`config.mk`:
```
export PLATFORM = sky130hd
export DESIGN_NAME = apb_timer_nch_flat
export DESIGN_NICKNAME = d
export VERILOG_FILES = /design/src/rtl/apb_timer_pkg.sv /design/src/rtl/apb_timer_nch_if.sv /design/src/rtl/apb_timer_chan.sv /design/src/rtl/apb_timer_nch.sv /design/src/flat_wrapper.sv
export SDC_FILE = /design/constraint.sdc
export NUM_CORES = 1
export LEC_CHECK = 0
export CORE_UTILIZATION = 35
export DETAILED_ROUTE_END_ITERATION = 10
export PLACE_DENSITY_LB_ADDON = 0.15
export SLEW_MARGIN = 20
export SYNTH_ARGS = -nofsm -noshare
export SYNTH_HDL_FRONTEND = slang
export SYNTH_HIERARCHICAL = 1
export SYNTH_SLANG_ARGS = --single-unit
export TNS_END_PERCENT = 10
```
`constraint.sdc`:
```
create_clock -name pclk -period 2.2 [get_ports pclk]
set_input_delay 0.44 -clock pclk [delete_from_list [all_inputs] [get_ports pclk]]
set_output_delay 0.44 -clock pclk [all_outputs]
set_load 0.05 [all_outputs]
```
`src/rtl/apb_timer_pkg.sv`:
```
// apb_timer_pkg: register map, CTRL bit positions and the CTRL struct shared
// by the multi-channel APB timer and its per-channel counter.
package apb_timer_pkg;

    // Per-channel register offsets; channel i lives at CH_STRIDE*i
    localparam logic [7:0] CH_STRIDE    = 8'h14;
    localparam logic [7:0] OFF_LOAD     = 8'h00;
    localparam logic [7:0] OFF_CURRENT  = 8'h04;
    localparam logic [7:0] OFF_CTRL     = 8'h08;
    localparam logic [7:0] OFF_EOI      = 8'h0C;
    localparam logic [7:0] OFF_ISTAT    = 8'h10;

    // Global registers
    localparam logic [7:0] ADDR_INTSTAT = 8'hA0;
    localparam logic [7:0] ADDR_EOI_ALL = 8'hA4;
    localparam logic [7:0] ADDR_RAWSTAT = 8'hA8;

    // CTRL bit positions
    localparam int CTRL_EN_BIT      = 0;
    localparam int CTRL_MODE_BIT    = 1;
    localparam int CTRL_MASK_BIT    = 2;
    localparam int CTRL_ONESHOT_BIT = 3;
    localparam int CTRL_PRESC_LSB   = 8;

    typedef struct packed {
        logic [7:0] presc;
        logic       oneshot;
        logic       mask;
        logic       mode;
        logic       en;
    } ctrl_t;

    // Absolute byte address of a per-channel register
    function automatic logic [7:0] chan_addr(input int ch, input logic [7:0] off);
        return 8'(ch * int'(CH_STRIDE)) + off;
    endfunction

    // Bus word -> CTRL fields
    function automatic ctrl_t ctrl_decode(input logic [31:0] w);
        ctrl_t c;
        c.en      = w[CTRL_EN_BIT];
        c.mode    = w[CTRL_MODE_BIT];
        c.mask    = w[CTRL_MASK_BIT];
        c.oneshot = w[CTRL_ONESHOT_BIT];
        c.presc   = w[CTRL_PRESC_LSB +: 8];
        return c;
    endfunction

    // CTRL fields -> bus word, unused bits zero
    function automatic logic [31:0] ctrl_encode(input ctrl_t c);
        logic [31:0] w;
        w = '0;
        w[CTRL_EN_BIT]          = c.en;
        w[CTRL_MODE_BIT]        = c.mode;
        w[CTRL_MASK_BIT]        = c.mask;
        w[CTRL_ONESHOT_BIT]     = c.oneshot;
        w[CTRL_PRESC_LSB +: 8]  = c.presc;
        return w;
    endfunction

endpackage

```
`src/rtl/apb_timer_nch_if.sv`:
```
// apb_timer_nch_if: APB3 slave signals for the timer (no pready/pslverr).
// Handshake: a transfer is a setup cycle (psel=1, penable=0) followed by
// exactly one access cycle (psel=1, penable=1); the slave never stalls, so
// writes commit and read data is valid during the access cycle.
interface apb_timer_nch_if;
    logic        psel;
    logic        penable;
    logic        pwrite;
    logic [7:0]  paddr;
    logic [31:0] pwdata;
    logic [31:0] prdata;

    modport master (output psel, penable, pwrite, paddr, pwdata, input prdata);
    modport slave  (input psel, penable, pwrite, paddr, pwdata, output prdata);
endinterface

```
`src/rtl/apb_timer_chan.sv`:
```
// apb_timer_chan: one down-counting timer channel with LOAD, CTRL, raw flag
// and one-cycle expiry trigger. Optional prescaler under TIMER_PRESCALER_EN.
module apb_timer_chan
    import apb_timer_pkg::*;
#(
    parameter int CNT_W = 32
) (
    input  logic             clk,
    input  logic             rst_n,
    input  logic             load_we,
    input  logic [CNT_W-1:0] load_wdata,
    input  logic             ctrl_we,
    input  ctrl_t            ctrl_wdata,
    input  logic             eoi_clr,
    input  logic             etb_on,
    input  logic             etb_off,
    output logic [CNT_W-1:0] load_q,
    output logic [CNT_W-1:0] current_q,
    output ctrl_t            ctrl_q,
    output logic             raw_q,
    output logic             trig_q
);

    logic tick;
    logic expire;
    logic en_cmd;
    logic en_rise;

`ifdef TIMER_PRESCALER_EN
    logic [7:0] presc_cnt;

    // Prescaler: restart on any CTRL write or enable edge, idle while disabled
    always_ff @(posedge clk or negedge rst_n) begin
        if (!rst_n) begin
            presc_cnt <= '0;
        end else if (ctrl_we || en_rise || !ctrl_q.en || presc_cnt == ctrl_q.presc) begin
            presc_cnt <= '0;
        end else begin
            presc_cnt <= presc_cnt + 8'd1;
        end
    end

    assign tick = (presc_cnt == ctrl_q.presc);
`else
    logic unused_presc;
    assign unused_presc = &{1'b0, ctrl_wdata.presc};
    assign tick = 1'b1;
`endif

    assign expire = ctrl_q.en && tick && (current_q == '0);

    // Next EN: APB write > ETB off > one-shot expiry > ETB on
    always_comb begin
        en_cmd = ctrl_q.en;
        if (ctrl_we) begin
            en_cmd = ctrl_wdata.en;
        end else if (etb_off) begin
            en_cmd = 1'b0;
        end else if (expire && ctrl_q.oneshot) begin
            en_cmd = 1'b0;
        end else if (etb_on) begin
            en_cmd = 1'b1;
        end
    end

    assign en_rise = en_cmd && !ctrl_q.en;

    // LOAD register; only sampled by the counter at start and reload
    always_ff @(posedge clk or negedge rst_n) begin
        if (!rst_n) begin
            load_q <= '0;
        end else if (load_we) begin
            load_q <= load_wdata;
        end
    end

    // CTRL register; EN also follows ETB pulses and one-shot expiry
    always_ff @(posedge clk or negedge rst_n) begin
        if (!rst_n) begin
            ctrl_q <= '0;
        end else begin
            ctrl_q.en <= en_cmd;
            if (ctrl_we) begin
                ctrl_q.mode    <= ctrl_wdata.mode;
                ctrl_q.mask    <= ctrl_wdata.mask;
                ctrl_q.oneshot <= ctrl_wdata.oneshot;
`ifdef TIMER_PRESCALER_EN
                ctrl_q.presc   <= ctrl_wdata.presc;
`else
                ctrl_q.presc   <= '0;
`endif
            end
        end
    end

    // Counter: load on enable edge, then decrement and reload on each tick
    always_ff @(posedge clk or negedge rst_n) begin
        if (!rst_n) begin
            current_q <= '0;
        end else if (en_rise) begin
            current_q <= load_q;
        end else if (ctrl_q.en && tick) begin
            if (current_q != '0) begin
                current_q <= current_q - 1'b1;
            end else if (ctrl_q.oneshot) begin
                current_q <= '0;
            end else if (ctrl_q.mode) begin
                current_q <= load_q;
            end else begin
                current_q <= '1;
            end
        end
    end

    // Raw flag: expiry wins over a same-cycle EOI clear
    always_ff @(posedge clk or negedge rst_n) begin
        if (!rst_n) begin
            raw_q <= 1'b0;
        end else if (expire) begin
            raw_q <= 1'b1;
        end else if (eoi_clr) begin
            raw_q <= 1'b0;
        end
    end

    // One-cycle registered trigger on expiry
    always_ff @(posedge clk or negedge rst_n) begin
        if (!rst_n) begin
            trig_q <= 1'b0;
        end else begin
            trig_q <= expire;
        end
    end

endmodule

```
`src/rtl/apb_timer_nch.sv`:
```
// apb_timer_nch: NUM_CH-channel APB down-counting timer. Holds APB decode,
// the read mux and global status registers. TIMER_PRESCALER_EN enables the
// per-channel CTRL[15:8] prescaler.
module apb_timer_nch
    import apb_timer_pkg::*;
#(
    parameter int NUM_CH = 2,
    parameter int CNT_W  = 32
) (
    input  logic              pclk,
    input  logic              presetn,
    apb_timer_nch_if.slave    apb,
    input  logic [NUM_CH-1:0] etb_trig_en_on,
    input  logic [NUM_CH-1:0] etb_trig_en_off,
    output logic [NUM_CH-1:0] etb_trig,
    output logic [NUM_CH-1:0] intr,
    input  logic              scan_mode
);

    logic              wr_acc;
    logic              rd_acc;
    logic              eoi_all;
    ctrl_t             ctrl_wdata;
    logic [31:0]       rdata;
    logic [NUM_CH-1:0] raw;
    logic [CNT_W-1:0]  load_q    [NUM_CH];
    logic [CNT_W-1:0]  current_q [NUM_CH];
    ctrl_t             ctrl_q    [NUM_CH];

    // scan_mode is DFT-only; upper pwdata bits may not be decoded
    logic unused_ok;
    assign unused_ok = &{1'b0, scan_mode, apb.pwdata};

    assign wr_acc     = apb.psel && apb.penable && apb.pwrite;
    assign rd_acc     = apb.psel && apb.penable && !apb.pwrite;
    assign eoi_all    = rd_acc && (apb.paddr == ADDR_EOI_ALL);
    assign ctrl_wdata = ctrl_decode(apb.pwdata);

    for (genvar g = 0; g < NUM_CH; g++) begin : g_chan
        apb_timer_chan #(.CNT_W(CNT_W)) u_chan (
            .clk        (pclk),
            .rst_n      (presetn),
            .load_we    (wr_acc && (apb.paddr == chan_addr(g, OFF_LOAD))),
            .load_wdata (apb.pwdata[CNT_W-1:0]),
            .ctrl_we    (wr_acc && (apb.paddr == chan_addr(g, OFF_CTRL))),
            .ctrl_wdata (ctrl_wdata),
            .eoi_clr    (eoi_all || (rd_acc && (apb.paddr == chan_addr(g, OFF_EOI)))),
            .etb_on     (etb_trig_en_on[g]),
            .etb_off    (etb_trig_en_off[g]),
            .load_q     (load_q[g]),
            .current_q  (current_q[g]),
            .ctrl_q     (ctrl_q[g]),
            .raw_q      (raw[g]),
            .trig_q     (etb_trig[g])
        );

        assign intr[g] = raw[g] && !ctrl_q[g].mask;
    end

    // Read mux; EOI registers and unmapped addresses read 0
    always_comb begin
        rdata = '0;
        for (int i = 0; i < NUM_CH; i++) begin
            if (apb.paddr == chan_addr(i, OFF_LOAD))    rdata = 32'(load_q[i]);
            if (apb.paddr == chan_addr(i, OFF_CURRENT)) rdata = 32'(current_q[i]);
            if (apb.paddr == chan_addr(i, OFF_CTRL))    rdata = ctrl_encode(ctrl_q[i]);
            if (apb.paddr == chan_addr(i, OFF_ISTAT))   rdata = 32'(intr[i]);
        end
        if (apb.paddr == ADDR_INTSTAT) rdata = 32'(intr);
        if (apb.paddr == ADDR_RAWSTAT) rdata = 32'(raw);
    end

    assign apb.prdata = rd_acc ? rdata : 32'd0;

endmodule
```
`src/flat_wrapper.sv`:
```
// flat-port wrapper written by rule: the top's interface ports become plain ports
module apb_timer_nch_flat import apb_timer_pkg::*;
#(
    parameter int NUM_CH = 2,
    parameter int CNT_W  = 32
)
  (pclk, presetn, etb_trig_en_on, etb_trig_en_off, etb_trig, intr, scan_mode, apb_psel, apb_penable, apb_pwrite, apb_paddr, apb_pwdata, apb_prdata);
  apb_timer_nch_if apb_i ();
  input  logic pclk;
  input  logic presetn;
  input  logic [NUM_CH-1:0] etb_trig_en_on;
  input  logic [NUM_CH-1:0] etb_trig_en_off;
  output logic [NUM_CH-1:0] etb_trig;
  output logic [NUM_CH-1:0] intr;
  input  logic scan_mode;
  input wire logic [$bits(apb_i.psel)-1:0] apb_psel;
  input wire logic [$bits(apb_i.penable)-1:0] apb_penable;
  input wire logic [$bits(apb_i.pwrite)-1:0] apb_pwrite;
  input wire logic [$bits(apb_i.paddr)-1:0] apb_paddr;
  input wire logic [$bits(apb_i.pwdata)-1:0] apb_pwdata;
  output wire logic [$bits(apb_i.prdata)-1:0] apb_prdata;
  assign apb_i.psel = apb_psel;
  assign apb_i.penable = apb_penable;
  assign apb_i.pwrite = apb_pwrite;
  assign apb_i.paddr = apb_paddr;
  assign apb_i.pwdata = apb_pwdata;
  assign apb_prdata = apb_i.prdata;
  apb_timer_nch #(.NUM_CH(NUM_CH), .CNT_W(CNT_W)) u_core (.pclk(pclk), .presetn(presetn), .apb(apb_i), .etb_trig_en_on(etb_trig_en_on), .etb_trig_en_off(etb_trig_en_off), .etb_trig(etb_trig), .intr(intr), .scan_mode(scan_mode));
endmodule
```
==> results.md <==
* data arrival at the endpoint of the critical path: 2.22 ns
* overall power of the completed layout: 7.99 mW
* worst relative slew slack: 46.0%
* initial core utilization: 35.7%
* number of clock sinks seen by CTS: 140
* average instance area after synthesis: 8.24 um2
* number of antenna violations at the first check in global routing: 1
* reported max-cap violation count: 0
* VDD IR max: 542 uV
* top achievable clock speed: 376 MHz
* Core Region: 27900 um2
* first-pass detailed-route iteration total: 5
* count of mapped cells out of synthesis: 1207
* global placer's final weighted congestion: 0.924
* clock-pin slew on the worst setup and hold paths: 0.06 ns
* global route total overflow: 0
* setup TNS: -16.69 ns
* CTS tree: yes
* Via density: 5.76
* Clock H-tree levels: 4
* number of clock buffers inserted by TritonCTS: 17
* vias in the first global route: 10356
* Remaining DRCs: 0
* least setup slack across all paths after layout: -0.457 ns
* aggregate global-route resource usage: 28.7%
* flip-flop cell with the highest count after synthesis: sky130_fd_sc_hd__dfrtp_1
* number of filler instances in the final layout: 2579
* maximum number of pins on one net before global-route repair: 48
* Period minus WS final: 2.66 ns
* most common cell in the netlist: sky130_fd_sc_hd__dfrtp_1
* fraction of synthesis flops using an asynchronous set or reset pin: 100%
* share of layout cells above drive strength 1: 32.8%
* area growth from synthesis to layout: 48.7%
* yosys warns: 6
* transition time at the pin with the least slew margin: 0.810 ns
* Netlist Area Pre-Place: 9940 um2
* largest cells by area after synthesis: sky130_fd_sc_hd__dfrtp_1 35%, sky130_fd_sc_hd__o21ai_0 5.6%, sky130_fd_sc_hd__nand2_1 4.5%, sky130_fd_sc_hd__a21oi_1 4.1%, sky130_fd_sc_hd__mux2_2 3.9%
* EDFF count, synth: 0
* Worst Setup Start Kind: primary input
* Die Ht: 171 um
* type of the worst min-delay path: in -> async
* FF+latch area: 3510 um2
* Max Slew Vio Count: 0
* count of inserted antenna diode cells: 0
* crit path launch: apb_paddr[5]
* Total Wirelength: 40900 um
* final setup vio count: 65
* Root Driver: sky130_fd_sc_hd__clkbuf_16
* skew final: 0.0160 ns
* failing checks: negative setup slack
* static leakage: 5.97 nW
* number of vias in the routed layout: 10826
* I/O pin cnt: 86
* Clk Latency, worst-skew pair: 0.44 ns
* share of the synthesized area in the top cell type: 35.2%
* Antenna Nets Post-Route: 0
* net total in the final layout: 1542
* cell accounting for the most synthesized area: sky130_fd_sc_hd__dfrtp_1
* number of distinct library cells after synthesis: 81
* std cell rows: 61
* biggest fanout along the worst timing path: 3
* area of the multi-input gates: 6390 um2
* reg-to-reg critical path startpoint: u_core/g_chan[1].u_chan/current_q[4]$_DFFE_PN0P_
* setup repair after global routing missed its margin: yes
* die area: 29100 um2
* WL per Instance: 21.8 um
* critical path endpoint category: output pin
* list of most frequent post-synthesis cells: 140 x sky130_fd_sc_hd__dfrtp_1, 120 x sky130_fd_sc_hd__nand2_1, 111 x sky130_fd_sc_hd__o21ai_0
* clock buffer depth: 2
* result of the run: finished with violations
* critical path required time: 1.76 ns
* proportion of synthesized chip area in sequential cells: 35.2%
* half-perimeter wire length after detailed placement: 30600 um
* number of buffers added on ports: 84
* wire length of the first global-routing pass: 62300 um
* DRC violation total after the first TritonRoute iteration: 1043
* Setup CP Type: in -> out
* final clock period utilization by the worst path: 121%
* number of hold-slack violations in the final timing report: 0
* overall die width: 171 um
* #FFs+latches synth: 140
* PwrDens: 541 nW/um2
## per-stage QoR
step           std cells  setup slack [ns]  utilization (%)  instance area, um2  hold WS, ns
6_report            1879            -0.457             53.0               14800        0.486
5_1_grt             1879            -0.465             53.0               14800        0.512
4_1_cts             1878            -0.473             52.0               14500        0.508
3_5_place_dp        1826            -0.831             48.8               13600        0.390
3_3_place_gp        1826            -0.823             48.8               13600        0.386
2_1_floorplan       1221            -0.312                -               10400        0.144
## kinds of logic after synthesis
| logic type | after synthesis | synth area share (%) |
|---|---|---|
| adder cells (fa/ha/maj) | 4 | 0.503 |
| AO/OA/AOI/OAI | 371 | 23.9 |
| flip-flops | 140 | 35.2 |
| other | 2 | 0.0755 |
| buffers and inverters | 165 | 7.49 |
| AND/OR/NAND/NOR | 421 | 22.4 |
| multiplexers | 62 | 6.67 |
| XOR/XNOR | 42 | 3.70 |
## what timing repair did
| item | CTS | global route |
|---|---|---|
| gates cloned | 5 | 0 |
| pin swaps | 35 | 31 |
| hold endpoints to repair | 32 | 0 |
| endpoints found under the setup margin | 118 | 91 |
| hold buffers | 1 | 0 |
| gates resized for setup | 69 | 60 |
| setup buffers | 14 | 9 |
## sequential cells by signal (all words and copies together), names as in the netlist
signal,flops
u_core/g_chan.u_chan/current_q,64
u_core/g_chan.u_chan/raw_q,2
u_core/g_chan.u_chan/load_q,64
u_core/g_chan.u_chan/trig_q,2
u_core/g_chan.u_chan/ctrl_q,8
## worst max-delay path, cell delays in order
cell and delay (ns):
sky130_fd_sc_hd__buf_6 0.07, sky130_fd_sc_hd__buf_4 0.12, sky130_fd_sc_hd__nor4_4 0.05, sky130_fd_sc_hd__buf_4 0.15
sky130_fd_sc_hd__buf_8 0.13, sky130_fd_sc_hd__buf_6 0.12, sky130_fd_sc_hd__a22o_1 0.17, sky130_fd_sc_hd__a222oi_1 0.71
sky130_fd_sc_hd__nor2_4 0.08, sky130_fd_sc_hd__buf_12 0.18
## routing by layer
metal | track usage [%] | share of wire [%] | up-vias
met3 | 4.23 | 6.8 | 73
met2 | 45.7 | 46 | 461
met5 | 0 | 0 | -
li1 | - | - | 4971
met4 | 11.4 | 3.8 | 0
met1 | 38.9 | 43 | 5321
## power by group
part           switching, mW  internal (mW)
Combinational           1.14           1.01
Sequential             0.277           2.78
Clock                   1.21           1.57
Total                   2.63           5.36
## worst paths after layout
check,to,slack [ns],cells after the start
max,apb_prdata[6],-0.46,10
min,u_core/g_chan[1].u_chan/trig_q$_DFF_PN0_,0.49,2
max reg2reg,u_core/g_chan[1].u_chan/current_q[24]$_DFFE_PN0P_,-0.12,6
min reg2reg,u_core/g_chan[0].u_chan/load_q[29]$_DFFE_PN0P_,0.57,1
max in group asynchronous,u_core/g_chan[1].u_chan/current_q[2]$_DFFE_PN0P_,1.00,3
min in group pclk,u_core/g_chan[0].u_chan/load_q[29]$_DFFE_PN0P_,0.57,1
## area by class of cell
cell class	instances	share of cell area [%]
inverters	60	1.52
clock inverters	12	0.796
flip-flops and latches	140	23.7
well taps	378	3.20
clock buffers	20	2.95
repair buffers	353	24.5
multi-input cells	916	43.3
## layout by cell type (no fill, tap or decap), types with 6 or more instances in the layout
cell type	n
sky130_fd_sc_hd__a21oi_1	71
sky130_fd_sc_hd__a222oi_1	15
sky130_fd_sc_hd__o21ai_1	21
sky130_fd_sc_hd__o21ai_0	94
sky130_fd_sc_hd__mux2_2	34
sky130_fd_sc_hd__buf_4	218
sky130_fd_sc_hd__buf_6	30
sky130_fd_sc_hd__nor2_1	68
sky130_fd_sc_hd__nor2_4	22
sky130_fd_sc_hd__clkbuf_16	17
sky130_fd_sc_hd__nand2_1	118
sky130_fd_sc_hd__a22oi_1	12
sky130_fd_sc_hd__dfrtp_1	138
sky130_fd_sc_hd__and3_1	9
sky130_fd_sc_hd__nor2b_1	6
sky130_fd_sc_hd__a221oi_2	8
sky130_fd_sc_hd__xnor2_1	33
sky130_fd_sc_hd__o211ai_1	15
sky130_fd_sc_hd__a31oi_1	27
sky130_fd_sc_hd__nand3_1	21
sky130_fd_sc_hd__clkdlybuf4s50_1	41
sky130_fd_sc_hd__nand4_1	14
sky130_fd_sc_hd__nor4_1	18
sky130_fd_sc_hd__a211oi_1	10
sky130_fd_sc_hd__a22o_1	26
sky130_fd_sc_hd__inv_1	59
sky130_fd_sc_hd__o22ai_1	12
sky130_fd_sc_hd__nor3_2	15
sky130_fd_sc_hd__buf_12	55
sky130_fd_sc_hd__a21oi_4	9
sky130_fd_sc_hd__nor3_1	46
sky130_fd_sc_hd__conb_1	16
sky130_fd_sc_hd__xor2_1	9
sky130_fd_sc_hd__or3_1	7
sky130_fd_sc_hd__mux2i_1	28
(Power assumes the default switching activity.)
